===== src/rtl/pio_pkg.sv =====
// pio_pkg: register map and edge-type encoding shared by the PIO block.
package pio_pkg;
  localparam logic [2:0] PIO_REG_DATA    = 3'd0;
  localparam logic [2:0] PIO_REG_DIR     = 3'd1;
  localparam logic [2:0] PIO_REG_IRQMASK = 3'd2;
  localparam logic [2:0] PIO_REG_EDGECAP = 3'd3;
  localparam logic [2:0] PIO_REG_OUTSET  = 3'd4;
  localparam logic [2:0] PIO_REG_OUTCLR  = 3'd5;
  typedef enum logic [1:0] {EDGE_RISE, EDGE_FALL, EDGE_ANY} edge_t;
endpackage


===== src/rtl/pio_debounce.sv =====
// pio_debounce: one-bit debouncer; accepts a new level only after it has held
// for CYCLES consecutive cycles.
module pio_debounce #(
  parameter int CYCLES = 16
) (
  input  logic clk,
  input  logic rst_n,
  input  logic din,
  output logic dout
);
  localparam int CW = $clog2(CYCLES);
  logic [CW-1:0] cnt;
  always_ff @(posedge clk or negedge rst_n)
    if (!rst_n) begin
      cnt  <= '0;
      dout <= 1'b0;
    end else if (din == dout) cnt <= '0;
    else if (cnt == CW'(CYCLES - 1)) begin
      cnt  <= '0;
      dout <= din;
    end else cnt <= cnt + 1'b1;
endmodule


===== src/rtl/pio_edge_irq.sv =====
// pio_edge_irq: Avalon-MM PIO with direction, edge capture, masked level irq
// and atomic output set/clear. Define PIO_DEBOUNCE_EN to debounce the inputs.
module pio_edge_irq
  import pio_pkg::*;
#(
  parameter int               WIDTH           = 4,
  parameter int               EDGE_TYPE       = 0,
  parameter logic [WIDTH-1:0] RESET_OUT       = '0,
  parameter logic [WIDTH-1:0] RESET_DIR       = '0,
  parameter int               DEBOUNCE_CYCLES = 16
) (
  input  logic             clk_clk,
  input  logic             reset_reset_n,
  input  logic [2:0]       avs_address,
  input  logic             avs_read,
  input  logic             avs_write,
  input  logic [31:0]      avs_writedata,
  output logic [31:0]      avs_readdata,
  input  logic [WIDTH-1:0] pio_in,
  output logic [WIDTH-1:0] pio_out,
  output logic [WIDTH-1:0] pio_oe,
  output logic             irq
);
  logic [WIDTH-1:0] s1, s2, in_q, in_d, ev, cap, mask, wd, clr;
  logic [31:0] rdata;
  logic unused_hi;
  assign wd = avs_writedata[WIDTH-1:0];
  assign unused_hi = ^avs_writedata;
  if (DEBOUNCE_CYCLES < 2) begin : g_bad_db
    $error("DEBOUNCE_CYCLES must be >= 2");
  end
`ifdef PIO_DEBOUNCE_EN
  for (genvar i = 0; i < WIDTH; i++) begin : g_db
    pio_debounce #(.CYCLES(DEBOUNCE_CYCLES)) u_db (
      .clk  (clk_clk),
      .rst_n(reset_reset_n),
      .din  (s2[i]),
      .dout (in_q[i])
    );
  end
`else
  assign in_q = s2;
`endif
  always_comb begin
    ev = EDGE_TYPE == int'(EDGE_FALL) ? ~in_q & in_d :
         EDGE_TYPE == int'(EDGE_ANY)  ? in_q ^ in_d  : in_q & ~in_d;
    clr = (avs_write && avs_address == PIO_REG_EDGECAP) ? wd : '0;
    rdata = avs_address == PIO_REG_DATA    ? 32'(in_q)   :
            avs_address == PIO_REG_DIR     ? 32'(pio_oe) :
            avs_address == PIO_REG_IRQMASK ? 32'(mask)   :
            avs_address == PIO_REG_EDGECAP ? 32'(cap)    : '0;
  end
  // Capture sets win over a same-cycle W1C; reads see pre-write state.
  always_ff @(posedge clk_clk or negedge reset_reset_n)
    if (!reset_reset_n) begin
      s1           <= '0;
      s2           <= '0;
      in_d         <= '0;
      cap          <= '0;
      mask         <= '0;
      pio_out      <= RESET_OUT;
      pio_oe       <= RESET_DIR;
      avs_readdata <= '0;
      irq          <= 1'b0;
    end else begin
      s1   <= pio_in;
      s2   <= s1;
      in_d <= in_q;
      cap  <= (cap & ~clr) | ev;
      irq  <= |(cap & mask);
      if (avs_read) avs_readdata <= rdata;
      if (avs_write) begin
        if (avs_address == PIO_REG_DATA)    pio_out <= wd;
        if (avs_address == PIO_REG_OUTSET)  pio_out <= pio_out | wd;
        if (avs_address == PIO_REG_OUTCLR)  pio_out <= pio_out & ~wd;
        if (avs_address == PIO_REG_DIR)     pio_oe  <= wd;
        if (avs_address == PIO_REG_IRQMASK) mask    <= wd;
      end
    end
endmodule


===== config.mk =====
export PLATFORM = sky130hd
export DESIGN_NAME = pio_edge_irq
export DESIGN_NICKNAME = d
export VERILOG_FILES = /design/src/rtl/pio_pkg.sv /design/src/rtl/pio_debounce.sv /design/src/rtl/pio_edge_irq.sv
export SDC_FILE = /design/constraint.sdc
export NUM_CORES = 1
export LEC_CHECK = 0
export BUFFER_PORTS_ARGS = -buffer_cell sky130_fd_sc_hd__buf_2
export CORE_ASPECT_RATIO = 0.5
export CORE_MARGIN = 3
export CORE_UTILIZATION = 40
export CTS_CLUSTER_SIZE = 28
export DETAILED_ROUTE_END_ITERATION = 16
export GPL_ROUTABILITY_DRIVEN = 0
export PLACE_DENSITY_LB_ADDON = 0.05
export RECOVER_POWER = 50
export SYNTH_ARGS = -nofsm -noshare
export SYNTH_HDL_FRONTEND = slang
export SYNTH_SLANG_ARGS = --single-unit

===== constraint.sdc =====
create_clock -name clk_clk -period 1.1 [get_ports clk_clk]
set_input_delay 0.22 -clock clk_clk [delete_from_list [all_inputs] [get_ports clk_clk]]
set_output_delay 0.22 -clock clk_clk [all_outputs]
set_load 0.03 [all_outputs]

==> impl_metrics.tcl, run 1 <==
set metrics [dict create \
    cts.clk_slew.worst_paths_ns 0.06 \
    drv_cap 0 \
    ant_nets 0 \
    fin_cells 225 \
    layout-drive-gt1-share_pct 43.7 \
    final_max_slew_viol_count 0 \
    cp_top_family "flip-flops" \
    slowest_delay_ns 0.41 \
    crit_path_end_kind "output pin" \
    dpl-instance-area_um2 1770 \
    die_w_um 93.6 \
    antenna_found_initial 0 \
    setup.worst_path.start_class "flip-flop" \
    n_antenna_cell 0 \
    vias 945 \
    path_cells "buf_6 > buf_6" \
    place_ws_ns -0.167 \
    fin_tns_setup_ns -0.165 \
    first_pass_iters 4 \
    grt.total_usage_pct 13.4 \
    critPathKind "reg2out" \
    p_clk_share_pct 27.5 \
    slowest_stage "dfrtp_2" \
    postSynthAreaPerCell_um2 12.6 \
    synth-seq-cells 33 \
    p_per_area_nw_per_um2 1710 \
    clock_latency_ns 0.28 \
    fin_crit_sh_pct 104 \
    dp_hpwl_mm 2.19 \
    htreeDepth 2 \
    post_drt_wl_per_cell_um 12.8 \
    finalSetupViolations 6 \
    violations "negative setup slack" \
    ios 84 \
    switchingPower_uw 981 \
    power_frac_seq_pct 44.6 \
    cts_buffer_depth 2 \
    worstPathRequired_ns 0.88 \
    clockRootBuffer "clkbuf_8" \
    via_per_inst 4.20 \
    yosysWarnings 0 \
    grt_pass1_vias 905 \
    fin_ws_ns -0.0461 \
    netlist_instances 122 \
    cts_tree "done" \
    die_area_um2 4660 \
    ys_seq_area_share_pct 53.8 \
    grt_max_degree 34 \
    min_period_ns 1.15 \
    finalPower_mw 3.23 \
    fp.dieH_um 49.8 \
    max_freq_mhz 873 \
    hold_slack_ns 0.0465 \
    area_delta_synth_final_pct 23.4 \
    cts_sinks 33 \
    core_um2 3550 \
    post-route-util_pct 53.4 \
    startpoint "pio_oe[0]" \
    max-vdd-ir-drop_v 0.000837 \
    reg2reg_from "pio_oe[0]" \
    drc 0 \
    cts_buffers 5 \
    drt_iter0_drc 27 \
    syn_area_um2 1530 \
    comb_power_share_pct 27.9 \
    ys_types 18 \
    hold_path.class "in2reg" \
    p_sw_share_pct 30.3 \
    stdcell_area_um2 1890 \
    finalNetCount 217 \
    io_buffer_count 27 \
    wirelength_mm 2.87 \
    grt_pass1_wl_mm 4.63 \
    grt.overflow.total 0 \
    start_util_pct 43.2 \
    crit_arrival_ns 0.93 \
    p_int_mw 2.25 \
    rsz0062_at_grt "yes" \
    place_inst 217 \
    crit_path_max_fanout 2 \
    num_rows 15 \
    status "finished, violations left" \
    critPathMostFrequentCell "buf_6" \
    finalClockSkew_ns 0.00675 \
    n_fill_cell 338 \
    hp-start "pio_in[0]" \
    leakage_nw 0.945 \
    crit_buf_inv 2 \
    hold_viol 0 \
]
## final cells by class
type | instances | area [um2] | share of cell area, %
flip-flops and latches | 33 | 831 | 43.9
clock buffers | 7 | 86.3 | 4.56
repair buffers | 48 | 332 | 17.5
multi-input cells | 74 | 536 | 28.3
inverters | 12 | 45.0 | 2.38
well taps | 51 | 63.8 | 3.37
## sequential cells by signal, indices dropped and copies added, names as in the netlist
register and flops:
avs_readdata 4, cap 4, in_d 4, in_q 4
irq 1, mask 4, pio_oe 4, pio_out 4
s1 4
## power by group through the flow
stage / Clock [mW] / Combinational (mW) / Sequential, mW
after global placement: 0 / 0.838 / 1.45
after floorplan: 0 / 0.428 / 1.63
after detailed placement: 0 / 0.843 / 1.46
after CTS: 0.927 / 0.904 / 1.44
final: 0.890 / 0.902 / 1.44
after global routing: 0.976 / 0.972 / 1.46
## synth_stat cells
| master | number | area (um2) |
|---|---|---|
| dfrtp_1 | 33 | 826 |
| buf_4 | 28 | 210 |
| inv_1 | 12 | 45.0 |
| a22o_1 | 8 | 70.1 |
| mux2_2 | 8 | 90.1 |
| nand2_1 | 5 | 18.8 |
| nand2b_1 | 5 | 31.3 |
| mux4_2 | 4 | 90.1 |
| nand3_1 | 4 | 20.0 |
| o22ai_1 | 4 | 25.0 |
| a22oi_1 | 2 | 15.0 |
| and4bb_4 | 2 | 32.5 |
| buf_6 | 2 | 22.5 |
| and2b_1 | 1 | 7.51 |
| and4b_1 | 1 | 10.0 |
| conb_1 | 1 | 3.75 |
| nor2b_2 | 1 | 8.76 |
| or2b_1 | 1 | 7.51 |
## layout by cell type, fill, tap and decap left out
| cell type | synthesis | layout |
|---|---|---|
| dfrtp_1 | 33 | 29 |
| conb_1 | 1 | 28 |
| buf_2 | 0 | 23 |
| buf_4 | 28 | 14 |
| inv_1 | 12 | 8 |
| a22o_1 | 8 | 8 |
| mux2_2 | 8 | 7 |
| buf_6 | 2 | 7 |
| clkbuf_8 | 0 | 6 |
| nand2_1 | 5 | 5 |
| nand2b_1 | 5 | 5 |
| nand3_1 | 4 | 4 |
| mux4_2 | 4 | 4 |
| inv_2 | 0 | 4 |
| o22ai_1 | 4 | 4 |
| dfrtp_2 | 0 | 4 |
| clkbuf_4 | 0 | 3 |
| a22oi_1 | 2 | 2 |
| and4bb_4 | 2 | 2 |
| and4b_1 | 1 | 1 |
| nor2b_2 | 1 | 1 |
| or2b_1 | 1 | 1 |
| and2b_1 | 1 | 1 |
| mux2_4 | 0 | 1 |
| clkbuf_1 | 0 | 1 |
| dlygate4sd3_1 | 0 | 1 |
## path summary, 6_finish.rpt
| check | to | slack (ns) | cells after the start |
|---|---|---|---|
| min in group asynchronous | in_d[2] | 0.53 | 3 |
| max in group asynchronous | pio_oe[1] | 0.22 | 3 |
| min reg2reg | in_q[3] | 0.35 | 0 |
| min | s1[0] | 0.05 | 1 |
| max | pio_oe[0] | -0.05 | 2 |
| max reg2reg | avs_readdata[0] | -0.03 | 3 |
## metal layers
metal / GRT usage, % / up-vias / part of all wire [%]
li1: - / 462 / -
met2: 18.7 / 49 / 39
met3: 4.73 / 2 / 11
met1: 20.0 / 432 / 50
met4: 2.88 / 0 / 0.21
met5: 0 / - / 0
## timing repair
action	4_1_cts	5_1_grt
gates resized for setup	11	5
hold endpoints to repair	33	0
hold buffers	1	0
setup endpoints to repair	6	8
buffers inserted	0	0
## cells by family (layout without fill, tap and decap cells)
logic type / after synthesis / after routing / synth area share [%]
other: 1 / 28 / 0.244
AO/OA/AOI/OAI: 14 / 14 / 7.18
buffers and inverters: 42 / 67 / 18.1
multiplexers: 12 / 12 / 11.7
AND/OR/NAND/NOR: 20 / 20 / 8.89
flip-flops: 33 / 33 / 53.8
(Power assumes the default switching activity.)
==> inputs of run 2 (changes only) <==
--- a/config.mk
+++ b/config.mk
@@ -9,10 +9,11 @@
 export CORE_ASPECT_RATIO = 0.5
 export CORE_MARGIN = 3
 export CORE_UTILIZATION = 40
+export CTS_BUF_LIST = sky130_fd_sc_hd__clkbuf_16
 export CTS_CLUSTER_SIZE = 28
 export DETAILED_ROUTE_END_ITERATION = 16
 export GPL_ROUTABILITY_DRIVEN = 0
-export PLACE_DENSITY_LB_ADDON = 0.05
+export PLACE_DENSITY = 0.76
 export RECOVER_POWER = 50
 export SYNTH_ARGS = -nofsm -noshare
 export SYNTH_HDL_FRONTEND = slang
==> impl_metrics.tcl, run 2 (synthesis gave the netlist of run 1 again) <==
set metrics [dict create \
    status "finished, violations left" \
    violations "negative setup slack" \
    clockRootBuffer "clkbuf_16" \
    crit_arrival_ns 0.92 \
    grt_max_degree 16 \
    die_w_um 93.6 \
    fin_crit_sh_pct 104 \
    drt_iter0_drc 38 \
    rsz0062_at_grt "yes" \
    core_um2 3550 \
    hold_viol 0 \
    critPathKind "reg2out" \
    post-route-util_pct 56.6 \
    finalNetCount 224 \
    setup.worst_path.start_class "flip-flop" \
    grt.overflow.total 0 \
    final_cell_mix "dfrtp_1 (29), conb_1 (28), buf_2 (23)" \
    fp.dieH_um 49.8 \
    fin_ws_ns -0.0419 \
    hold_path.class "in2reg" \
    leakage_nw 1.01 \
    grt_pass1_vias 1074 \
    finalSetupViolations 7 \
    min_period_ns 1.14 \
    cts_buffers 5 \
    dp_hpwl_mm 2.26 \
    antenna_found_initial 0 \
    finalPower_mw 3.68 \
    first_pass_iters 4 \
    grt.total_usage_pct 14.8 \
    drc 0 \
    p_per_area_nw_per_um2 1830 \
    clock_latency_ns 0.27 \
    htreeDepth 2 \
    max_freq_mhz 876 \
    hp-start "pio_in[1]" \
    hold_slack_ns 0.0481 \
    cts_tree "done" \
    max-vdd-ir-drop_v 0.000799 \
    reg2reg_from "pio_oe[1]" \
    multi_input_area_um2 554 \
    num_rows 15 \
    wirelength_mm 3.18 \
    die_area_um2 4660 \
    n_fill_cell 279 \
    layout_commonest_cell "dfrtp_1" \
    crit_path_end_kind "output pin" \
    vias 1038 \
    rrSetupSlack_ns -0.03 \
    hold_depth 1 \
    dpl-instance-area_um2 1800 \
    ios 84 \
    finalClockSkew_ns 0.00437 \
    grt_pass1_wl_mm 5.19 \
    crit_path_max_fanout 2 \
    r2r_end "avs_readdata[1]" \
    drv_cap 0 \
    layout-drive-gt1-share_pct 47.3 \
    register_area_um2 831 \
    worstPathRequired_ns 0.88 \
    cts_sinks 33 \
    reg2reg_depth 3 \
    post_drt_wl_per_cell_um 13.6 \
    via_per_inst 4.45 \
    final_max_slew_viol_count 0 \
    ant_nets 0 \
    holdPathEnd "s1[1]" \
    start_util_pct 43.2 \
    stdcell_area_um2 2010 \
    cts.clk_slew.worst_paths_ns 0.05 \
    n_antenna_cell 0 \
    cts_buffer_depth 2 \
    area_delta_synth_final_pct 31.0 \
    io_buffer_count 27 \
]
[run 2: cell types whose count changed in the layout (fill, tap and decap cells not counted), sizes merged]
cell	previous run	this run
buf	44	48
clkinv	0	3
clkbuf	10	11
[run 2: area by class of cell]
cell class                 count  area share (%)
multi-input combinational     74            27.6
sequential                    33            41.3
timing repair buffer          55            18.8
inverter                      12            2.24
clock inverter                 3           0.623
tap                           51            3.18
clock buffer                   5            6.23
[run 2: critical path, cell delays in order, from the launching register on]
cell and delay, ns:
dfrtp_2 0.40, buf_6 0.12, buf_6 0.13
[run 2: how the worst max path moves through the flow]
stage | from | end | slack, ns | depth (start not counted)
after detailed placement | avs_address[1] | cap[3] | -0.16 | 5
final | pio_oe[3] | pio_oe[3] | -0.04 | 2
after global placement | avs_address[1] | pio_oe[1] | -0.12 | 3
after CTS | pio_oe[3] | pio_oe[3] | -0.05 | 2
after floorplan | pio_oe[1] | avs_readdata[1] | -0.05 | 3
after global routing | pio_oe[3] | pio_oe[3] | -0.07 | 2
[run 2: routing by layer]
metal	up-vias	share of wire (%)	global-route usage (%)
met3	6	7.2	3.81
met4	0	1.6	6.47
met5	-	0	0
met2	51	49	24.7
met1	506	42	18.2
li1	475	-	-
[run 2: what timing repair did]
action	4_1_cts	5_1_grt
hold buffers	1	0
setup endpoints to repair	5	7
hold endpoints to repair	12	0
buffers inserted	3	0
resized for setup	10	6
[run 2: per-stage QoR]
step / setup slack (ns) / setup TNS [ns] / instances
floorplan: -0.0536 / -0.249 / 149
global placement: -0.125 / -1.84 / 221
detailed placement: -0.160 / -2.12 / 221
CTS: -0.0470 / -0.169 / 233
global route: -0.0720 / -0.399 / 233
finish: -0.0419 / -0.169 / 233
[run 2: report_power, final]
part	leakage (nW)	internal, mW	switching (mW)	total, mW
clock network	0.0687	0.815	0.462	1.28
registers	0.381	1.37	0.0730	1.44
logic	0.557	0.419	0.547	0.966
total	1.01	2.60	1.08	3.68
